[src/rtl/dmem_pkg.sv]
`default_nettype none
// ============================================================
// dmem_pkg : shared constants for the D-memory arbiter
// Revision : 1.0
// ============================================================
package dmem_pkg;

   localparam int DEFAULT_AWIDTH = 12;
   localparam int WAIT_W         = 8;

   typedef logic [0:0] state_t;
   localparam state_t CPU_PRI  = 1'b0;
   localparam state_t FORCE_P1 = 1'b1;

   typedef logic [0:0] port_id_t;
   localparam port_id_t PORT_CPU = 1'b0;
   localparam port_id_t PORT_DBG = 1'b1;

endpackage : dmem_pkg
`default_nettype wire

[src/rtl/dmem_arbiter.sv]
`default_nettype none
// ============================================================
// dmem_arbiter : shares the single-port D-SRAM between the CPU
//                MEM stage (port 0) and a debug/DMA port (port 1)
// Revision     : 1.0
// ============================================================
module dmem_arbiter
   import dmem_pkg::*;
#(
   parameter int AWIDTH   = DEFAULT_AWIDTH,
   parameter int MAX_WAIT = 8
) (
   input  logic              CLK,
   input  logic              RSTn,
   input  logic              P0_REQ,
   input  logic              P0_WE,
   input  logic [3:0]        P0_BE,
   input  logic [AWIDTH-1:0] P0_ADDR,
   input  logic [31:0]       P0_WDATA,
   output logic              P0_GNT,
   output logic              P0_STALL,
   output logic              P0_RVALID,
   input  logic              P1_REQ,
   input  logic              P1_WE,
   input  logic [3:0]        P1_BE,
   input  logic [AWIDTH-1:0] P1_ADDR,
   input  logic [31:0]       P1_WDATA,
   output logic              P1_GNT,
   output logic              P1_RVALID,
   output logic [31:0]       RDATA,
   output logic              D_MEM_CSN,
   output logic              D_MEM_WEN,
   output logic [3:0]        D_MEM_BE,
   output logic [AWIDTH-1:0] D_MEM_ADDR,
   output logic [31:0]       D_MEM_DOUT,
   input  logic [31:0]       D_MEM_DI
);

   localparam logic [WAIT_W-1:0] MAX_WAIT_C = WAIT_W'(MAX_WAIT);

   state_t            state_q, state_d;
   logic [WAIT_W-1:0] wait_cnt_q, wait_cnt_d;
   logic              rsp_valid_q, rsp_valid_d;
   port_id_t          rsp_owner_q, rsp_owner_d;
   logic              w_p0_gnt, w_p1_gnt;

   // ---------------- state register ----------------
   always_ff @(posedge CLK) begin
      if (!RSTn) begin
         state_q <= CPU_PRI;
      end else begin
         state_q <= state_d;
      end
   end

   // ---------------- next state ----------------
   always_comb begin
      state_d = state_q;
      case (state_q)
         CPU_PRI: begin
            if (P1_REQ && (wait_cnt_q == MAX_WAIT_C)) begin
               state_d = FORCE_P1;
            end
         end
         default: state_d = CPU_PRI;
      endcase
   end

   // ---------------- grant outputs ----------------
   // FORCE_P1 lasts one cycle even if P1 has withdrawn; P0 stays denied.
   always_comb begin
      w_p0_gnt = 1'b0;
      w_p1_gnt = 1'b0;
      case (state_q)
         CPU_PRI: begin
            w_p0_gnt = P0_REQ;
            w_p1_gnt = P1_REQ & ~P0_REQ;
         end
         default: begin
            w_p1_gnt = P1_REQ;
         end
      endcase
   end

   assign P0_GNT   = w_p0_gnt;
   assign P1_GNT   = w_p1_gnt;
   assign P0_STALL = P0_REQ & ~w_p0_gnt;

   // ---------------- starvation counter and response tracking ----------------
   always_comb begin
      wait_cnt_d = wait_cnt_q;
      if (w_p1_gnt || !P1_REQ) begin
         wait_cnt_d = '0;
      end else if (wait_cnt_q != MAX_WAIT_C) begin
         wait_cnt_d = wait_cnt_q + 1'b1;
      end
      rsp_valid_d = (w_p0_gnt & ~P0_WE) | (w_p1_gnt & ~P1_WE);
      rsp_owner_d = w_p1_gnt ? PORT_DBG : PORT_CPU;
   end

   always_ff @(posedge CLK) begin
      if (!RSTn) begin
         wait_cnt_q  <= '0;
         rsp_valid_q <= 1'b0;
         rsp_owner_q <= PORT_CPU;
      end else begin
         wait_cnt_q  <= wait_cnt_d;
         rsp_valid_q <= rsp_valid_d;
         rsp_owner_q <= rsp_owner_d;
      end
   end

   assign P0_RVALID = rsp_valid_q & (rsp_owner_q == PORT_CPU);
   assign P1_RVALID = rsp_valid_q & (rsp_owner_q == PORT_DBG);
   assign RDATA     = D_MEM_DI;

   // ---------------- SRAM drive ----------------
   always_comb begin
      D_MEM_CSN  = 1'b1;
      D_MEM_WEN  = 1'b1;
      D_MEM_BE   = 4'h0;
      D_MEM_ADDR = '0;
      D_MEM_DOUT = 32'h0;
      if (w_p0_gnt) begin
         D_MEM_CSN  = 1'b0;
         D_MEM_WEN  = ~P0_WE;
         D_MEM_BE   = P0_BE;
         D_MEM_ADDR = P0_ADDR;
         D_MEM_DOUT = P0_WDATA;
      end else if (w_p1_gnt) begin
         D_MEM_CSN  = 1'b0;
         D_MEM_WEN  = ~P1_WE;
         D_MEM_BE   = P1_BE;
         D_MEM_ADDR = P1_ADDR;
         D_MEM_DOUT = P1_WDATA;
      end
   end

endmodule : dmem_arbiter
`default_nettype wire

[config.mk]
export PLATFORM = sky130hd
export DESIGN_NAME = dmem_arbiter
export DESIGN_NICKNAME = d
export VERILOG_FILES = /design/src/rtl/dmem_pkg.sv /design/src/rtl/dmem_arbiter.sv
export SDC_FILE = /design/constraint.sdc
export NUM_CORES = 1
export LEC_CHECK = 0
export CELL_PAD_IN_SITES_DETAIL_PLACEMENT = 1
export CELL_PAD_IN_SITES_GLOBAL_PLACEMENT = 1
export CORE_MARGIN = 4
export CORE_UTILIZATION = 14
export CTS_BUF_LIST = sky130_fd_sc_hd__clkbuf_8
export DETAILED_ROUTE_END_ITERATION = 8
export PLACE_DENSITY_LB_ADDON = 0.1
export SETUP_SLACK_MARGIN = 0.4
export SLEW_MARGIN = 20
export SYNTH_ARGS = -nofsm -noshare
export SYNTH_HDL_FRONTEND = slang
export SYNTH_SLANG_ARGS = --single-unit
[constraint.sdc]
create_clock -name CLK -period 4.8 [get_ports CLK]
set_clock_uncertainty 0.15 [all_clocks]
set_input_delay 0.48 -clock CLK [delete_from_list [all_inputs] [get_ports CLK]]
set_output_delay 0.48 -clock CLK [all_outputs]
set_load 0.1 [all_outputs]
-- Word level (Yosys, flattened, before mapping)
Cells that the tools add are included.
- output and inout port bits: 87
- flip-flop bits (word level): 11
- bitwise logic cells: 13
- reduce and logical (&&, ||, !) cells: 5
- add/sub/neg operators: 1
- eq/ne operators: 2
- muxes and demuxes: 14
- operators with widths (kind ; count):
    32-bit two-way mux ; 2
    12-bit two-way mux ; 2
    8-bit by 1-bit adder with 8-bit output (second input constant) ; 1
    8-bit by 4-bit equality test with 1-bit output (second input constant) ; 1
    1-bit two-way mux ; 8
    4-bit two-way mux ; 2
    8-bit by 4-bit inequality test with 1-bit output (second input constant) ; 1
    1-bit AND ; 6
    1-bit NOT ; 6
    2-bit OR reduction ; 2
    1-bit logical AND ; 1
    1-bit zero test ; 1
    1-bit logical OR ; 1
    1-bit OR ; 1

-- Depth between registers and ports, before layout
- word-level depth: 5
- mapped depth: 5
- gate-level depth less buffers: 5

-- Worst setup path before layout
Ideal clock, no wire load.
- path kind: input to output
- from: input port P1_REQ
- to: output port D_MEM_ADDR[10]
- cell stages on the path: 4
- arrival time: 3.075 ns
- setup slack: 1.095 ns
- path buffers: 2
- cells stage by stage: buf_2 > clkbuf_1 > nand2_1 > o21ai_0
- cells in the longest elaborated chain, start to end: 4
- RTL lines (item ; line ; RTL):
    start: declaration ; dmem_arbiter.sv:23 ; input logic P1_REQ,
    1-bit AND ; dmem_arbiter.sv:77 ; w_p1_gnt = P1_REQ & ~P0_REQ;
    1-bit two-way mux (*) ; dmem_arbiter.sv:74 ; case (state_q)
    12-bit two-way mux (*) ; dmem_arbiter.sv:130 ; end else if (w_p1_gnt) begin
    12-bit two-way mux (*) ; dmem_arbiter.sv:124 ; if (w_p0_gnt) begin
    end: declaration ; dmem_arbiter.sv:34 ; output logic [AWIDTH-1:0] D_MEM_ADDR,
Every way passes the cells marked *; elsewhere a longest branch is shown, timed or not.

-- Worst setup path after layout
- from: input port P0_REQ
- to: output port D_MEM_DOUT[5]
- cells in the longest elaborated chain, start to end: 5
- RTL lines (item ; line ; RTL):
    start: declaration ; dmem_arbiter.sv:15 ; input logic P0_REQ,
    1-bit NOT ; dmem_arbiter.sv:77 ;
    1-bit AND ; dmem_arbiter.sv:77 ;
    1-bit two-way mux ; dmem_arbiter.sv:74 ;
    32-bit two-way mux ; dmem_arbiter.sv:130 ;
    32-bit two-way mux (*) ; dmem_arbiter.sv:124 ;
    end: declaration ; dmem_arbiter.sv:35 ; output logic [31:0] D_MEM_DOUT,
Marked as above.

==> impl_metrics.json <==
{
  "cts_resized": 0,
  "cts_root_buf": "clkbuf_8",
  "cts_tree": "yes",
  "critPathLaunchType": "input pin",
  "synth_area_um2": 1470,
  "required_ns": 4.17,
  "io_buffer_count": 156,
  "synthArstFlopShare": 0,
  "post_cts_buffers": 0,
  "synthFlopType": "dfxtp_1",
  "routedWlPerCell_um": 14.1,
  "ant_nets": 0,
  "fp.dieW_um": 111,
  "p_per_area_nw_per_um2": 222,
  "detailed_place_hpwl_um": 5920,
  "holdBufCountCts": 0,
  "ys_seq_area_frac": 0.149,
  "grt.overflow.total": 0,
  "dp_worst_setup_slack_ns": 1.52,
  "grtUsageTotal": 0.108,
  "layout_setup_ws_ns": 1.57,
  "place_area_um2": 2780,
  "boundaryPins": 221,
  "ys_top_cells_by_area": "nand2_1 25%, o21ai_0 17%, buf_4 16%",
  "final_hold_viol_count": 0,
  "hp-class": "register to register",
  "firstDrtPassIters": 3,
  "status": "finished, final reports clean",
  "drt_iter0_drc": 25,
  "yosysTopAreaCellShare": 0.252,
  "std_cell_rows": 37,
  "synth.most_common_cell": "nand2_1",
  "diodes": 0,
  "initial_core_util": 0.143,
  "crit_type": "input pin to primary output",
  "fillCellCount": 1306,
  "clock-sinks": 11,
  "gp_congestion": 0.698,
  "routed_wl_um": 7140,
  "timing.fmax_ghz": 0.309,
  "timing.final.max_slew_violations": 0,
  "finalCritPeriodShare": 0.673,
  "die_area_um2": 12200,
  "worstPathMaxFanout": 87,
  "post_synth_num_cell_types": 29,
  "worstMarginPinSlew_ns": 0.996,
  "post-route-cell-area_um2": 2820,
  "drc": 0,
  "ys_top_cells_by_count": "99 x nand2_1, 51 x o21ai_0, 32 x buf_4, 11 x dfxtp_1",
  "ys_ff_latch": 11,
  "p_leak_nw": 1.17,
  "core_um2": 10300,
  "syn_nets": 394,
  "total_power_uw": 627,
  "crit_arrival_ns": 2.60,
  "peakVddDrop_mv": 0.118,
  "nets": 507,
  "grt_pass1_wl_um": 11000,
  "synth_top_area_cell": "nand2_1",
  "rsz0062_at_grt": "no",
  "finalSetupViolCount": 0,
  "die_y_um": 111,
  "clkSlewWorstSetupHoldPaths_ns": 0.05,
  "yosys_warnings": 0,
  "route.vias.total": 2009,
  "grt_max_degree": 88,
  "numCtsBuffers": 3,
  "area_delta_synth_final_pct": 91.5,
  "whs_ns": 0.357,
  "htree_num_levels": 1,
  "grt_antenna_before_repair": 1,
  "synth_cells": 258,
  "min_period_ns": 3.23,
  "layout-drive-gt1-share": 0.165,
  "cap_viol_max_count": 0,
  "clk_latency_ns": 0.24,
  "critPathCaptureType": "primary output",
  "first_global_vias": 2111,
  "final.setup.tns_ns": 0,
  "vias_per_cell": 3.97,
  "slew-limit-headroom": 0.334,
  "clk_path_buf_depth": 2,
  "postSynthAreaPerCell_um2": 5.71,
  "synth_edf_count": 0
}
## registers in the layout (all words and copies together), names as in the netlist
register and flops:
wait_cnt_q 8, rsp_valid_q 1, rsp_owner_q 1, state_q 1
## logic make-up (layout without fill, tap and decap cells)
kind of cell	after synthesis	after routing	synth area share
DFF	11	11	0.149
AOI/OAI and AO/OA	60	60	0.207
buffers and inverters	53	165	0.224
adders and majority gates	2	2	0.0170
xor gates and xnor gates	3	3	0.0178
and+or+nand+nor	129	129	0.385
## stage by stage
| stage | instances | utilization |
|---|---|---|
| 6_report | 506 | 0.275 |
| 2_1_floorplan | 258 | - |
| 5_1_grt | 506 | 0.275 |
| 3_5_place_dp | 502 | 0.270 |
| 3_3_place_gp | 502 | 0.270 |
| 4_1_cts | 506 | 0.275 |
## final timing paths
path | startpoint | to | slack, ns | depth (start not counted)
worst min-delay path | wait_cnt_q[7] | wait_cnt_q[7] | 0.36 | 2
worst max register to register | state_q | rsp_valid_q | 2.83 | 4
worst min register to register | wait_cnt_q[7] | wait_cnt_q[7] | 0.36 | 2
worst max-delay path | P0_REQ | D_MEM_DOUT[5] | 1.57 | 6
## final cells by class
type | instances | area, um^2 | area share
clock buffers | 3 | 41.3 | 0.0146
clock inverters | 1 | 5.00 | 0.00177
well taps | 136 | 170 | 0.0603
repair buffers | 158 | 1450 | 0.512
flip-flops and latches | 11 | 220 | 0.0780
multi-input cells | 194 | 928 | 0.329
inverters | 3 | 11.3 | 0.00399
## where the power goes
| part | total [mW] | switching, mW | internal [mW] | leakage (nW) |
|---|---|---|---|---|
| logic | 0.442 | 0.311 | 0.130 | 1.05 |
| clock network | 0.0916 | 0.0346 | 0.0570 | 0.0255 |
| registers | 0.0940 | 0.00125 | 0.0927 | 0.0891 |
| total | 0.627 | 0.347 | 0.280 | 1.17 |
## routing by layer
metal | track usage | wire length, um | up-vias | share of wire
li1 | - | - | 1031 | -
met1 | 0.115 | 2660 | 872 | 0.37
met2 | 0.191 | 3560 | 98 | 0.50
met3 | 0.0636 | 869 | 6 | 0.12
met4 | 0.00985 | 29 | 2 | 0.0041
met5 | 0 | 13 | - | 0.0018
## worst max-delay path: stages
cell and delay, ns:
clkdlybuf4s50_1 0.50, nor2b_4 0.36, buf_4 0.66, nand2_1 0.11, o21ai_0 0.13, buf_4 0.34
## cell usage in the layout (no fill, tap or decap)
cell	Yosys	routed
clkdlybuf4s50_1	0	105
nand2_1	99	99
buf_4	32	52
o21ai_0	51	51
dfxtp_1	11	11
nor2_1	6	6
a21oi_1	6	6
nand3_1	5	5
inv_1	3	3
nor2b_1	3	3
or3_1	3	3
clkbuf_8	0	3
and2_1	2	2
nor3b_1	2	2
xor2_1	2	2
ha_1	2	2
nor2b_4	0	1
nand4_1	1	1
nor4b_1	1	1
nand4b_1	1	1
a21o_1	1	1
or4b_4	1	1
or3b_1	1	1
nor4_2	1	1
o21a_1	1	1
xnor2_1	1	1
o21ai_1	1	1
nor3_2	1	1
nor3_1	1	1
clkinv_2	0	1
buf_2	9	1
Note: power is estimated with default switching activity, not from simulation.
